[src/rtl/disp_page_sched_if.sv]
// Signal bundle between the display page scheduler and its surroundings:
// debug sources and buttons in, scan-driver controls out.
interface disp_page_sched_if;
  logic        btn_next;
  logic        btn_auto;
  logic [15:0] src0_data;
  logic [15:0] src1_data;
  logic [15:0] src2_data;
  logic [15:0] src3_data;
  logic [3:0]  src_valid;
  logic        scan_tick;
  logic [15:0] disp_data;
  logic        clr;
  logic [1:0]  page;
  logic        auto_mode;

  modport master (
    output btn_next, btn_auto, src0_data, src1_data, src2_data, src3_data, src_valid,
    input  scan_tick, disp_data, clr, page, auto_mode
  );

  modport slave (
    input  btn_next, btn_auto, src0_data, src1_data, src2_data, src3_data, src_valid,
    output scan_tick, disp_data, clr, page, auto_mode
  );
endinterface

[src/rtl/disp_page_sched.sv]
// Shares one 4-digit display between four debug sources: scan tick, button debounce,
// auto-rotation and page blanking. Define DISP_PAGE_TAG_EN to show the page number in the top digit.
module disp_page_sched #(
  parameter int unsigned SCAN_DIV    = 526316,
  parameter int unsigned DB_CYCLES   = 1000000,
  parameter int unsigned AUTO_TICKS  = 380,
  parameter int unsigned BLANK_TICKS = 19
) (
  input  logic              CLK,
  input  logic              RST_n,
  disp_page_sched_if.slave  bus
);
  localparam int unsigned SW  = (SCAN_DIV > 2) ? $clog2(SCAN_DIV) : 1;
  localparam int unsigned DBW = $clog2(DB_CYCLES + 1);
  localparam int unsigned AW  = $clog2(AUTO_TICKS + 1);
  localparam int unsigned BW  = $clog2(BLANK_TICKS + 1);

  typedef enum logic {BLANK, SHOW} state_t;

  state_t              state_q, state_d;
  logic [1:0]          page_q, page_d;
  logic [BW-1:0]       blk_cnt_q, blk_cnt_d;
  logic [15:0]         disp_q, disp_d;
  logic [SW-1:0]       scan_cnt_q;
  logic                scan_tick;
  logic [1:0]          raw, sync1_q, sync2_q, db_q, db_d, db_prev_q;
  logic [1:0][DBW-1:0] db_cnt_q, db_cnt_d;
  logic                next_p, auto_p;
  logic                auto_mode_q;
  logic [AW-1:0]       auto_cnt_q, auto_cnt_d;
  logic                auto_adv;
  logic                cand_found;
  logic [1:0]          cand_page;
  logic [15:0]         src_sel, shown;
  logic                clr_o;

  // Scan divider
  assign scan_tick = (scan_cnt_q == SW'(SCAN_DIV - 1));

  always_ff @(posedge CLK or negedge RST_n) begin
    if (!RST_n)         scan_cnt_q <= '0;
    else if (scan_tick) scan_cnt_q <= '0;
    else                scan_cnt_q <= scan_cnt_q + SW'(1);
  end

  // Buttons: bit 0 = next, bit 1 = auto
  assign raw = {bus.btn_auto, bus.btn_next};

  always_comb begin
    db_d     = db_q;
    db_cnt_d = '0;
    for (int unsigned i = 0; i < 2; i++) begin
      if (sync2_q[i] != db_q[i]) begin
        if (db_cnt_q[i] == DBW'(DB_CYCLES - 1)) db_d[i] = sync2_q[i];
        else                                   db_cnt_d[i] = db_cnt_q[i] + DBW'(1);
      end
    end
  end

  always_ff @(posedge CLK or negedge RST_n) begin
    if (!RST_n) begin
      sync1_q   <= '0;
      sync2_q   <= '0;
      db_q      <= '0;
      db_prev_q <= '0;
      db_cnt_q  <= '0;
    end else begin
      sync1_q   <= raw;
      sync2_q   <= sync1_q;
      db_q      <= db_d;
      db_prev_q <= db_q;
      db_cnt_q  <= db_cnt_d;
    end
  end

  assign next_p = db_q[0] & ~db_prev_q[0];
  assign auto_p = db_q[1] & ~db_prev_q[1];

  // Auto-rotation counts scan ticks only while showing a page
  assign auto_adv = auto_mode_q && (state_q == SHOW) && scan_tick &&
                    (auto_cnt_q == AW'(AUTO_TICKS - 1));

  always_comb begin
    auto_cnt_d = auto_cnt_q;
    if (auto_p || !auto_mode_q || (state_q != SHOW)) auto_cnt_d = '0;
    else if (auto_adv)                               auto_cnt_d = '0;
    else if (scan_tick)                              auto_cnt_d = auto_cnt_q + AW'(1);
  end

  always_ff @(posedge CLK or negedge RST_n) begin
    if (!RST_n) begin
      auto_mode_q <= 1'b0;
      auto_cnt_q  <= '0;
    end else begin
      auto_mode_q <= auto_mode_q ^ auto_p;
      auto_cnt_q  <= auto_cnt_d;
    end
  end

  // First valid source after the current page, wrapping
  always_comb begin
    logic [1:0] idx;
    cand_found = 1'b0;
    cand_page  = page_q;
    for (int unsigned k = 1; k < 4; k++) begin
      idx = page_q + 2'(k);
      if (!cand_found && bus.src_valid[idx]) begin
        cand_found = 1'b1;
        cand_page  = idx;
      end
    end
  end

  always_comb begin
    case (page_q)
      2'd0:    src_sel = bus.src0_data;
      2'd1:    src_sel = bus.src1_data;
      2'd2:    src_sel = bus.src2_data;
      default: src_sel = bus.src3_data;
    endcase
    shown = src_sel;
`ifdef DISP_PAGE_TAG_EN
    shown[15:12] = {2'b00, page_q};
`endif
  end

  // FSM state register
  always_ff @(posedge CLK or negedge RST_n) begin
    if (!RST_n) begin
      state_q   <= BLANK;
      page_q    <= '0;
      blk_cnt_q <= '0;
      disp_q    <= '0;
    end else begin
      state_q   <= state_d;
      page_q    <= page_d;
      blk_cnt_q <= blk_cnt_d;
      disp_q    <= disp_d;
    end
  end

  // FSM next state; the blank count saturates so a stalled blank re-evaluates every cycle
  always_comb begin
    state_d   = state_q;
    page_d    = page_q;
    blk_cnt_d = blk_cnt_q;
    case (state_q)
      SHOW: begin
        if (!bus.src_valid[page_q] || next_p || auto_adv) begin
          if (cand_found) begin
            page_d    = cand_page;
            state_d   = BLANK;
            blk_cnt_d = '0;
          end else if (!bus.src_valid[page_q]) begin
            state_d   = BLANK;
            blk_cnt_d = '0;
          end
        end
      end
      default: begin
        if (blk_cnt_q == BW'(BLANK_TICKS)) begin
          if (bus.src_valid[page_q]) begin
            state_d = SHOW;
          end else if (cand_found) begin
            page_d    = cand_page;
            blk_cnt_d = '0;
          end
        end else if (scan_tick) begin
          blk_cnt_d = blk_cnt_q + BW'(1);
        end
      end
    endcase
  end

  // FSM outputs; data loads on entry to SHOW so clr never uncovers a stale value
  always_comb begin
    clr_o  = (state_q == BLANK);
    disp_d = disp_q;
    if (state_d == SHOW) disp_d = shown;
  end

  assign bus.scan_tick = scan_tick;
  assign bus.disp_data = disp_q;
  assign bus.clr       = clr_o;
  assign bus.page      = page_q;
  assign bus.auto_mode = auto_mode_q;
endmodule
[src/flat_wrapper.sv]
// flat-port wrapper written by rule: the top's interface ports become plain ports
module disp_page_sched_flat 
#(
  parameter int unsigned SCAN_DIV    = 526316,
  parameter int unsigned DB_CYCLES   = 1000000,
  parameter int unsigned AUTO_TICKS  = 380,
  parameter int unsigned BLANK_TICKS = 19
)
  (CLK, RST_n, bus_btn_next, bus_btn_auto, bus_src0_data, bus_src1_data, bus_src2_data, bus_src3_data, bus_src_valid, bus_scan_tick, bus_disp_data, bus_clr, bus_page, bus_auto_mode);
  disp_page_sched_if bus_i ();
  input  logic CLK;
  input  logic RST_n;
  input wire logic [$bits(bus_i.btn_next)-1:0] bus_btn_next;
  input wire logic [$bits(bus_i.btn_auto)-1:0] bus_btn_auto;
  input wire logic [$bits(bus_i.src0_data)-1:0] bus_src0_data;
  input wire logic [$bits(bus_i.src1_data)-1:0] bus_src1_data;
  input wire logic [$bits(bus_i.src2_data)-1:0] bus_src2_data;
  input wire logic [$bits(bus_i.src3_data)-1:0] bus_src3_data;
  input wire logic [$bits(bus_i.src_valid)-1:0] bus_src_valid;
  output wire logic [$bits(bus_i.scan_tick)-1:0] bus_scan_tick;
  output wire logic [$bits(bus_i.disp_data)-1:0] bus_disp_data;
  output wire logic [$bits(bus_i.clr)-1:0] bus_clr;
  output wire logic [$bits(bus_i.page)-1:0] bus_page;
  output wire logic [$bits(bus_i.auto_mode)-1:0] bus_auto_mode;
  assign bus_i.btn_next = bus_btn_next;
  assign bus_i.btn_auto = bus_btn_auto;
  assign bus_i.src0_data = bus_src0_data;
  assign bus_i.src1_data = bus_src1_data;
  assign bus_i.src2_data = bus_src2_data;
  assign bus_i.src3_data = bus_src3_data;
  assign bus_i.src_valid = bus_src_valid;
  assign bus_scan_tick = bus_i.scan_tick;
  assign bus_disp_data = bus_i.disp_data;
  assign bus_clr = bus_i.clr;
  assign bus_page = bus_i.page;
  assign bus_auto_mode = bus_i.auto_mode;
  disp_page_sched #(.SCAN_DIV(SCAN_DIV), .DB_CYCLES(DB_CYCLES), .AUTO_TICKS(AUTO_TICKS), .BLANK_TICKS(BLANK_TICKS)) u_core (.CLK(CLK), .RST_n(RST_n), .bus(bus_i));
endmodule
[config.mk]
export PLATFORM = sky130hd
export DESIGN_NAME = disp_page_sched_flat
export DESIGN_NICKNAME = d
export VERILOG_FILES = /design/src/rtl/disp_page_sched_if.sv /design/src/rtl/disp_page_sched.sv /design/src/flat_wrapper.sv
export SDC_FILE = /design/constraint.sdc
export NUM_CORES = 1
export LEC_CHECK = 0
export ABC_AREA = 1
export CORE_AREA = 2 2 107 109
export CTS_BUF_LIST = sky130_fd_sc_hd__clkbuf_8
export CTS_CLUSTER_SIZE = 20
export DETAILED_ROUTE_END_ITERATION = 8
export DIE_AREA = 0 0 109 111
export HOLD_SLACK_MARGIN = 0.1
export PLACE_DENSITY = 0.79
export REMOVE_ABC_BUFFERS = 1
export SYNTH_ARGS = -nofsm -noshare
export SYNTH_HDL_FRONTEND = slang
export SYNTH_SLANG_ARGS = --single-unit
[constraint.sdc]
create_clock -name CLK -period 1.95 [get_ports CLK]
set_input_delay 0.195 -clock CLK [delete_from_list [all_inputs] [get_ports CLK]]
set_output_delay 0.195 -clock CLK [all_outputs]
set_load 0.005 [all_outputs]
# Word-level counts from Yosys, hierarchy flattened
# Index checks and enable logic that the tools add are counted.
# op_classes
n_bitwise	6
n_eq_ne	14
n_reduce_logical	21
n_mux	41
n_addsub	8
div_mod_pow	0
multipliers	0
order_cmp	4
shift	0
# ops
cell	count
20-bit 2-to-1 mux	5
20-bit by 1-bit adder with 20-bit output (second input constant)	3
20-bit == test (second input constant)	3
16-bit one-hot mux with 3 select lines	1
5-bit 2-to-1 mux	8
9-bit 2-to-1 mux	3
2-bit 2-to-1 mux	8
2-bit by 3-bit less-than comparator with 1-bit output (second input constant)	4
1-bit 2-to-1 mux	12
9-bit by 1-bit adder with 9-bit output (second input constant)	1
9-bit == test (second input constant)	1
1-bit binary-select mux with 2-bit select	4
3-bit nonzero test	2
5-bit by 1-bit adder with 5-bit output (second input constant)	1
5-bit == test (second input constant)	1
1-bit logical AND	5
5-bit AND reduction	1
2-bit adder (second input constant)	2
1-bit logical NOT	4
1-bit logical OR	4
2-bit AND reduction	2
3-bit by 1-bit inequality test with 1-bit output (second input constant)	1
3-bit by 2-bit inequality test with 1-bit output (second input constant)	1
3-bit inequality test (second input constant)	1
12 further kinds	16
# totals
ff_bits	102
in_bits	72
wordCells	108
latch_bits	0
output_inout_bits	21
rom_bits	0
ramBits	0
n_memories	0

# Logic depth before layout (Yosys ltp)
# Gate-level depths: netlist of the first run.
# depth
word_depth	14
ltp_mapped	11
mapped_depth_nobuf	11

# Worst setup path after synthesis of the first run
# OpenSTA, ideal clock, no wires.
# synth_path
kind	register to register
from	register u_core.page_q[1] (netlist: u_core.bus.page[1])
to	register u_core.disp_q[11] (netlist: u_core.bus.disp_data[11])
stages_incl_launch_ff	9
arrival_ns	1.634
required_time_ns	1.885
slack_ns	0.251
period_less_slack_ns	1.699
path_buffers	2
setup_time_ns	0.065
path_cell_list	dfrtp_1 > inv_1 > ha_1 > clkbuf_1 > clkbuf_1 > nand2_1 > a32oi_1 > nand2_2 > nand2_1
# synth_between
elab_chain_len	13
elab_cells_between_ends	30
cone_classes	add/sub: 3; eq/ne: 2; mux: 17; reduce/logical: 8
# synth_lines
item	line	rtl
start, declared	disp_page_sched.sv:21	logic [1:0] page_q, page_d;
start signal, assigned	disp_page_sched.sv:136	page_q <= page_d;
2-bit by 1-bit adder with 2-bit output	disp_page_sched.sv:106	idx = page_q + 2'(k);
1-bit binary-select mux with 2-bit select	disp_page_sched.sv:107	if (!cand_found && bus.src_valid[idx]) begin
1-bit 2-to-1 mux (implied by the code)	disp_page_sched.sv:107	
1-bit 2-to-1 mux	disp_page_sched.sv:107	
1-bit logical NOT	disp_page_sched.sv:107	
1-bit logical AND	disp_page_sched.sv:107	
1-bit 2-to-1 mux	disp_page_sched.sv:107	
1-bit logical NOT	disp_page_sched.sv:107	
1-bit logical AND	disp_page_sched.sv:107	
1-bit 2-to-1 mux	disp_page_sched.sv:107	
1-bit 2-to-1 mux	disp_page_sched.sv:150	if (cand_found) begin
1-bit 2-to-1 mux	disp_page_sched.sv:149	if (!bus.src_valid[page_q] || next_p || auto_adv) begin
1-bit 2-to-1 mux	disp_page_sched.sv:147	case (state_q)
end signal, assigned	disp_page_sched.sv:138	disp_q <= disp_d;
end, declared	disp_page_sched.sv:23	logic [15:0] disp_q, disp_d;
# Several ways; a longest one is shown, not always the timed one. The select of a mux whose other input is x is not followed.
# A chain may end at the register's enable or synchronous reset.

# Worst setup path after layout of the first run
# layout_path
from	register u_core.scan_cnt_q[1]
to	register u_core.auto_cnt_q[3]
# layout_between
elab_chain_len	5
elab_cells_between_ends	6
cone_classes	eq/ne: 1; mux: 2; reduce/logical: 3
# layout_lines
item	line	rtl
start, declared	disp_page_sched.sv:24	logic [SW-1:0] scan_cnt_q;
start signal, assigned	disp_page_sched.sv:43	else scan_cnt_q <= scan_cnt_q + SW'(1);
20-bit == test (*)	disp_page_sched.sv:38	assign scan_tick = (scan_cnt_q == SW'(SCAN_DIV - 1));
1-bit logical AND (2 in a row)	disp_page_sched.sv:80	assign auto_adv = auto_mode_q && (state_q == SHOW) && scan_tick &&
9-bit 2-to-1 mux	disp_page_sched.sv:86	else if (auto_adv) auto_cnt_d = '0;
9-bit 2-to-1 mux	disp_page_sched.sv:85	if (auto_p || !auto_mode_q || (state_q != SHOW)) auto_cnt_d = '0;
end signal, assigned	disp_page_sched.sv:96	auto_cnt_q <= auto_cnt_d;
end, declared	disp_page_sched.sv:30	logic [AW-1:0] auto_cnt_q, auto_cnt_d;
# Every way passes the cells marked *; elsewhere a longest branch is shown, timed or not.

==> results.toml, run 1 <==
[drt]
drc = 0
vias = 5719
routed_via_density = 5.33
drt_iter0_drc = 423
drt_first_pass_iters = 8
drtAntennaViolNets = 0
wirelength_mm = 14.7
wl_per_cell_um = 13.7

[cts]
clk_pin_slew_worst_paths_ns = 0.10
cts_buffers = 9
root_buffer = "clkbuf_8"
htreeDepth = 3
cts_sinks = 102
insertion_delay_ns = 0.39
cts_tree = "yes"
clk_path_buf_depth = 2

[run_status]
status = "finished clean"

[power_and_ir_drop]
swShare_pct = 35.9
combinationalPowerShare_pct = 37.6
p_leak_uw = 0.00352
pwr-share-seq_pct = 39.8
clkPwrFrac_pct = 22.6
cellPowerDensity_nw_per_um2 = 838
power_switching_uw = 2290
internal_power_uw = 4080
vdd.ir_drop.worst_mv = 0.488

[synth]
yosysTopAreaCell = "dfrtp_1"
synth.most_common_cell = "nand2_1"
synth-seq-cells = 102
async_reset_ff_share_pct = 100
syn_avg_cell_area_um2 = 7.54
seq_area_frac_synth_pct = 42.2
yosysWarningCount = 0
netlist_area_um2 = 6050
synth_area_leaders = "dfrtp_1, nand2_1, inv_1, nor2_1, nand3_1"
ys.flop_type = "dfrtp_1"
synth_top_cell_area_share_pct = 42.2
synth_cells = 803
synth_cell_types = 43
synth_common_cells = "nand2_1, inv_1, nor2_1, dfrtp_1, nand3_1"
synth-edff-count = 0

[sta]
drv_slew = 0
finalSetupViolCount = 0
final.min_clock_period_ns = 1.87
final-hold-violation-count = 0
slew_headroom_pct = 64.5
max_freq_mhz = 535
period_share_pct = 95.9
worst_hold_slack_ns = 0.228
finClkSkew_ns = 0.00953
worstMarginPinSlew_ns = 0.532

[job]
drv_cap = 0

[global_route]
antenna_found_initial = 0
grt_use_total_pct = 25.4
grt_first_pass_wirelength_mm = 25.0
grt-ovfl-total = 0
grt_max_degree = 103
grt_pass1_vias = 5700

[setup_path]
cp_common_cell = "nor2_1"
end_kind = "flip-flop"
cp_slowest_stage_delay_ns = 0.41
critPathLaunchType = "flip-flop"
path_class = "reg -> reg"
crit_path_top_delay_cell = "dfrtp_1"
worstPathArrival_ns = 2.13
crit_fanout = 7
cp.required_ns = 2.21
cp_cell_sequence = "ha_4 > buf_4 > nand2_1 > nor2_1 > nand2_2 > nor2_4 > nand2_2 > buf_4 > nor2_1 > xor2_1 > nor2_1"

[layout]
nets = 1006
drive_gt1_share_pct = 11.1
syn_to_final_growth_pct = 25.4
stdcell_count = 1072
final_core_util_pct = 68.5
num_antenna_cells = 0

[floorplanning]
ios = 93
rows = 39
die_h_um = 111
start_util_pct = 54.7
die_w_um = 109
die-area_um2 = 12100
core_area_um2 = 11100

[worst_hold_path]
hold_class = "in -> reg"

[placement]
place_congestion = 0.932
dp_hpwl_mm = 10.6
place_inst = 1037
io_buffers = 92
-- layer usage --
metal / up-vias / routed length [um] / part of all wire [%] / track usage (%)
met5: - / 0 / 0 / 0
met4: 0 / 439 / 3.0 / 10.7
met3: 39 / 1020 / 6.9 / 5.53
met2: 201 / 7110 / 48 / 41.3
met1: 2646 / 6120 / 42 / 32.4
li1: 2833 / - / - / -
-- worst max-delay path: cells and delay by family (launching register included) --
family        cells  cell delay (ns)
simple gates      7             0.69
flops             1             0.41
buf+inv           2             0.32
fa+ha+maj         1             0.17
xor+xnor          1             0.16
-- placed cells by master (no fill, tap or decap), types with 2 or more instances in the layout --
cell / netlist / routed
nor3_4: 2 / 2
a32oi_1: 16 / 16
inv_6: 0 / 3
nor2_4: 2 / 2
clkdlybuf4s50_1: 0 / 90
nor2_2: 3 / 6
nand2_8: 1 / 2
inv_2: 1 / 2
inv_1: 106 / 105
nand3_2: 4 / 3
dfrtp_2: 0 / 3
nor3_2: 2 / 2
mux2_2: 2 / 2
nor3_1: 26 / 26
ha_1: 10 / 9
nor4_1: 3 / 3
nand2_2: 15 / 17
nand3_1: 74 / 73
o2111ai_1: 2 / 2
nor3b_1: 2 / 2
clkbuf_8: 0 / 10
dfrtp_1: 102 / 99
xor2_1: 27 / 27
nand3_4: 0 / 2
a21oi_1: 34 / 34
buf_4: 2 / 35
o21ai_0: 11 / 11
xnor2_1: 9 / 9
nand2_1: 191 / 189
nor2_1: 104 / 101
nand4_1: 21 / 21
clkinvlp_4: 0 / 2
-- path summary, 6_finish.rpt --
check / from / end / slack (ns) / cells after the start
setup / recovery: u_core.scan_cnt_q[1]$_DFF_PN0_ / u_core.auto_cnt_q[3]$_DFFE_PN0P_ / 0.08 / 11
hold / removal: bus_btn_next / u_core.sync1_q[0]$_DFF_PN0_ / 0.23 / 1
setup reg to reg: u_core.scan_cnt_q[1]$_DFF_PN0_ / u_core.auto_cnt_q[3]$_DFFE_PN0P_ / 0.08 / 11
hold reg to reg: u_core.sync1_q[0]$_DFF_PN0_ / u_core.sync2_q[0]$_DFF_PN0_ / 0.36 / 0
max in group asynchronous: RST_n / u_core.scan_cnt_q[14]$_DFF_PN0_ / 1.11 / 3
min in group asynchronous: RST_n / u_core.bus.disp_data[12]$_DFFE_PN0P_ / 0.41 / 3
-- state kept, by name, summed over array words and instances (netlist names), 5 cells and up --
| register | flops |
|---|---|
| u_core.bus.disp_data | 16 |
| u_core.auto_cnt_q | 9 |
| u_core.blk_cnt_q | 5 |
| u_core.db_cnt_q | 40 |
| u_core.scan_cnt_q | 20 |
-- through the flow --
stage	setup WS [ns]	power (uW)	instance area [um^2]	setup TNS, ns
6_report	0.0792	6360	7590	0
3_5_place_dp	0.0419	4930	7170	0
5_1_grt	-0.0407	6810	7590	-0.295
3_3_place_gp	0.136	4870	7170	0
2_1_floorplan	0.258	3920	5930	0
4_1_cts	-0.0248	6390	7530	-0.0960
-- power groups by stage --
stage / registers, uW / clock network [uW] / logic (uW)
after floorplan: 2560 / 0 / 1350
after global placement: 2560 / 0 / 2310
after detailed placement: 2560 / 0 / 2370
after CTS: 2530 / 1480 / 2380
after global routing: 2560 / 1570 / 2680
final: 2530 / 1440 / 2390
-- final cells by class --
| type | count | area, um^2 |
|---|---|---|
| clock buffers | 10 | 138 |
| clock inverters | 6 | 75.1 |
| fillers | 890 | 3490 |
| inverters | 108 | 409 |
| multi-input cells | 574 | 3030 |
| flip-flops and latches | 102 | 2560 |
| well taps | 143 | 179 |
| repair buffers | 128 | 1200 |
| repair inverters | 1 | 5.00 |
-- logic make-up (layout without fill, tap and decap cells) --
| logic type | count (synthesis) | count (layout) | synth area share, % |
|---|---|---|---|
| xor gates and xnor gates | 36 | 36 | 5.21 |
| AOI/OAI and AO/OA | 70 | 70 | 7.23 |
| and+or+nand+nor | 456 | 456 | 34.2 |
| DFF | 102 | 102 | 42.2 |
| muxes | 2 | 2 | 0.372 |
| buffers and inverters | 127 | 253 | 8.78 |
| adders and majority gates | 10 | 10 | 2.07 |
-- what timing repair did --
action | CTS | global route
setup endpoints to repair | 1 | 35
cloned | 0 | 1
hold buffers | 1 | 0
endpoints found under the hold margin | 102 | 0
setup buffers | 15 | 5
pin swaps | 3 | 6
gates resized for setup | 6 | 14
No activity file was read; power rests on OpenSTA's default activity.
==> inputs of run 2 (changes only) <==
Settings changed: CORE_AREA 2 2 107 109 to 2 2 98 119, DIE_AREA 0 0 109 111 to 0 0 100 121, HOLD_SLACK_MARGIN 0.1 to default.
==> run 2 against run 1 <==
Against the previous run:
- power down 2.4%
- sequential power hardly changed
- global-route usage down 0.72 points
- register-to-register slack gained 0.05 ns
- via count fell by 1.2%
- largest power group unchanged
- highest routed layer unchanged
==> results.toml, run 2 (synthesis results as in run 1) <==
[run_status]
status = "finished clean"

[global_route]
grt_first_pass_wirelength_mm = 24.5
grt_max_degree = 44
grt_use_total_pct = 24.7
grt-ovfl-total = 0
grt_pass1_vias = 5640
antenna_found_initial = 0

[layout]
top_register = "u_core.db_cnt_q"
final_common_cell = "nand2_1"
nets = 998
multi_input_area_um2 = 3000
largest_register_ffs = 40
num_antenna_cells = 0
nFillCells = 881
syn_to_final_growth_pct = 23.5
stdcell_count = 1053
final_cell_mix = "nand2_1, inv_1, nor2_1"
drive_gt1_share_pct = 9.34
regArea_um2 = 2550

[drt]
drt_iter0_drc = 282
routed_via_density = 5.37
drt_first_pass_iters = 6
drc = 0
wl_per_cell_um = 13.3
wirelength_mm = 14.1
vias = 5651
drtAntennaViolNets = 0

[cts]
cts_tree = "yes"
insertion_delay_ns = 0.38
root_buffer = "clkbuf_8"
htreeDepth = 3
cts_buffers = 9
cts_sinks = 102
clk_pin_slew_worst_paths_ns = 0.12
clk_path_buf_depth = 2

[sta]
drv_slew = 0
finClkSkew_ns = 0.0137
worstMarginPinSlew_ns = 0.590
max_freq_mhz = 544
period_share_pct = 94.2
slew_headroom_pct = 60.7
final.min_clock_period_ns = 1.84
finalSetupViolCount = 0
setup_tns_ns = 0
final-hold-violation-count = 0
worst_hold_slack_ns = 0.235

[setup_path]
critPathLaunchType = "flip-flop"
worstPathArrival_ns = 1.64
timing.rr.start = "u_core.bus.page[0]$_DFFE_PN0P_"
path_class = "reg -> out"
r2r-end = "u_core.bus.page[0]$_DFFE_PN0P_"
r2r_cells = 11
end_kind = "output pin"
critPathLaunch = "u_core.state_q$_DFF_PN0_"
cp.required_ns = 1.75
worstSetupEndpoint = "bus_clr"
crit_fanout = 9
ff2ff_setup_slack_ns = 0.13

[placement]
io_buffers = 92
place_inst = 1027
dp_hpwl_mm = 10.8
place_congestion = 0.910

[power_and_ir_drop]
vdd.ir_drop.worst_mv = 0.513
p_leak_uw = 0.00348
cellPowerDensity_nw_per_um2 = 831

[floorplanning]
start_util_pct = 55.4
die-area_um2 = 12100
core_area_um2 = 10900
die_w_um = 100
die_h_um = 121
rows = 42
ios = 93

[worst_hold_path]
hold_class = "in -> reg"

[job]
drv_cap = 0
run 2: changes by cell type in the layout (fill, tap and decap cells not counted), moves of 2 or more:
cell / before / now
buf_4: 35 / 28
dfrtp_1: 99 / 102
dfrtp_2: 3 / 0
clkinv_8: 0 / 2
clkinvlp_4: 2 / 0
nand2_1: 189 / 191
nand2_2: 17 / 15
nand3_4: 2 / 0
nor2_1: 101 / 103
nor2_2: 6 / 4
run 2: worst max-delay path, cell delays in order (launching register included):
cell	delay, ns
dfrtp_1	0.53
inv_2	0.21
clkdlybuf4s50_1	0.53
run 2: layout make-up:
| class | instances | area share [%] |
|---|---|---|
| multi-input cells | 574 | 40.2 |
| flip-flops and latches | 102 | 34.1 |
| repair buffers | 121 | 15.4 |
| inverters | 108 | 5.42 |
| well taps | 132 | 2.21 |
| clock buffers | 9 | 1.66 |
| clock inverters | 7 | 1.00 |
run 2: routing by layer:
layer	vias to the layer above	global-route usage [%]	routed length, um
li1	2819	-	-
met4	0	8.39	249
met2	187	43.6	7090
met1	2622	29.6	5890
met5	-	0	0
met3	23	5.36	825
run 2: worst min-delay path by stage:
stage | startpoint | endpoint | slack [ns] | cells after the start
CTS | bus_btn_next | u_core.sync1_q[0]$_DFF_PN0_ | 0.22 | 1
floorplan | RST_n | u_core.auto_cnt_q[0]$_DFFE_PN0P_ | -0.10 | 0
finish | bus_btn_next | u_core.sync1_q[0]$_DFF_PN0_ | 0.24 | 1
global placement | RST_n | u_core.scan_cnt_q[10]$_DFF_PN0_ | 0.21 | 1
global route | bus_btn_next | u_core.sync1_q[0]$_DFF_PN0_ | 0.23 | 1
detailed placement | RST_n | u_core.scan_cnt_q[12]$_DFF_PN0_ | 0.22 | 1
run 2: metrics by stage:
step                      util (%)  cell area (um^2)  setup WS [ns]  total power (uW)
after CTS                     68.2              7450          0.106              6270
final                         68.4              7480          0.113              6210
after floorplan                  -              5930          0.258              3920
after global routing          68.4              7480        -0.0137              6670
after global placement        65.6              7170          0.167              4840
after detailed placement      65.6              7170          0.116              4920
run 2: what timing repair did:
item / CTS / global route
endpoints found under the setup margin: 2 / 5
hold endpoints to repair: 40 / 0
buffers inserted: 9 / 0
gates cloned: 0 / 0
hold buffers: 1 / 0
resized for setup: 4 / 4
pin swaps: 5 / 0
run 2: power by group:
part	total [uW]	switching (uW)	internal, uW
Clock	1330	821	507
Sequential	2530	187	2340
Combinational	2350	1290	1060
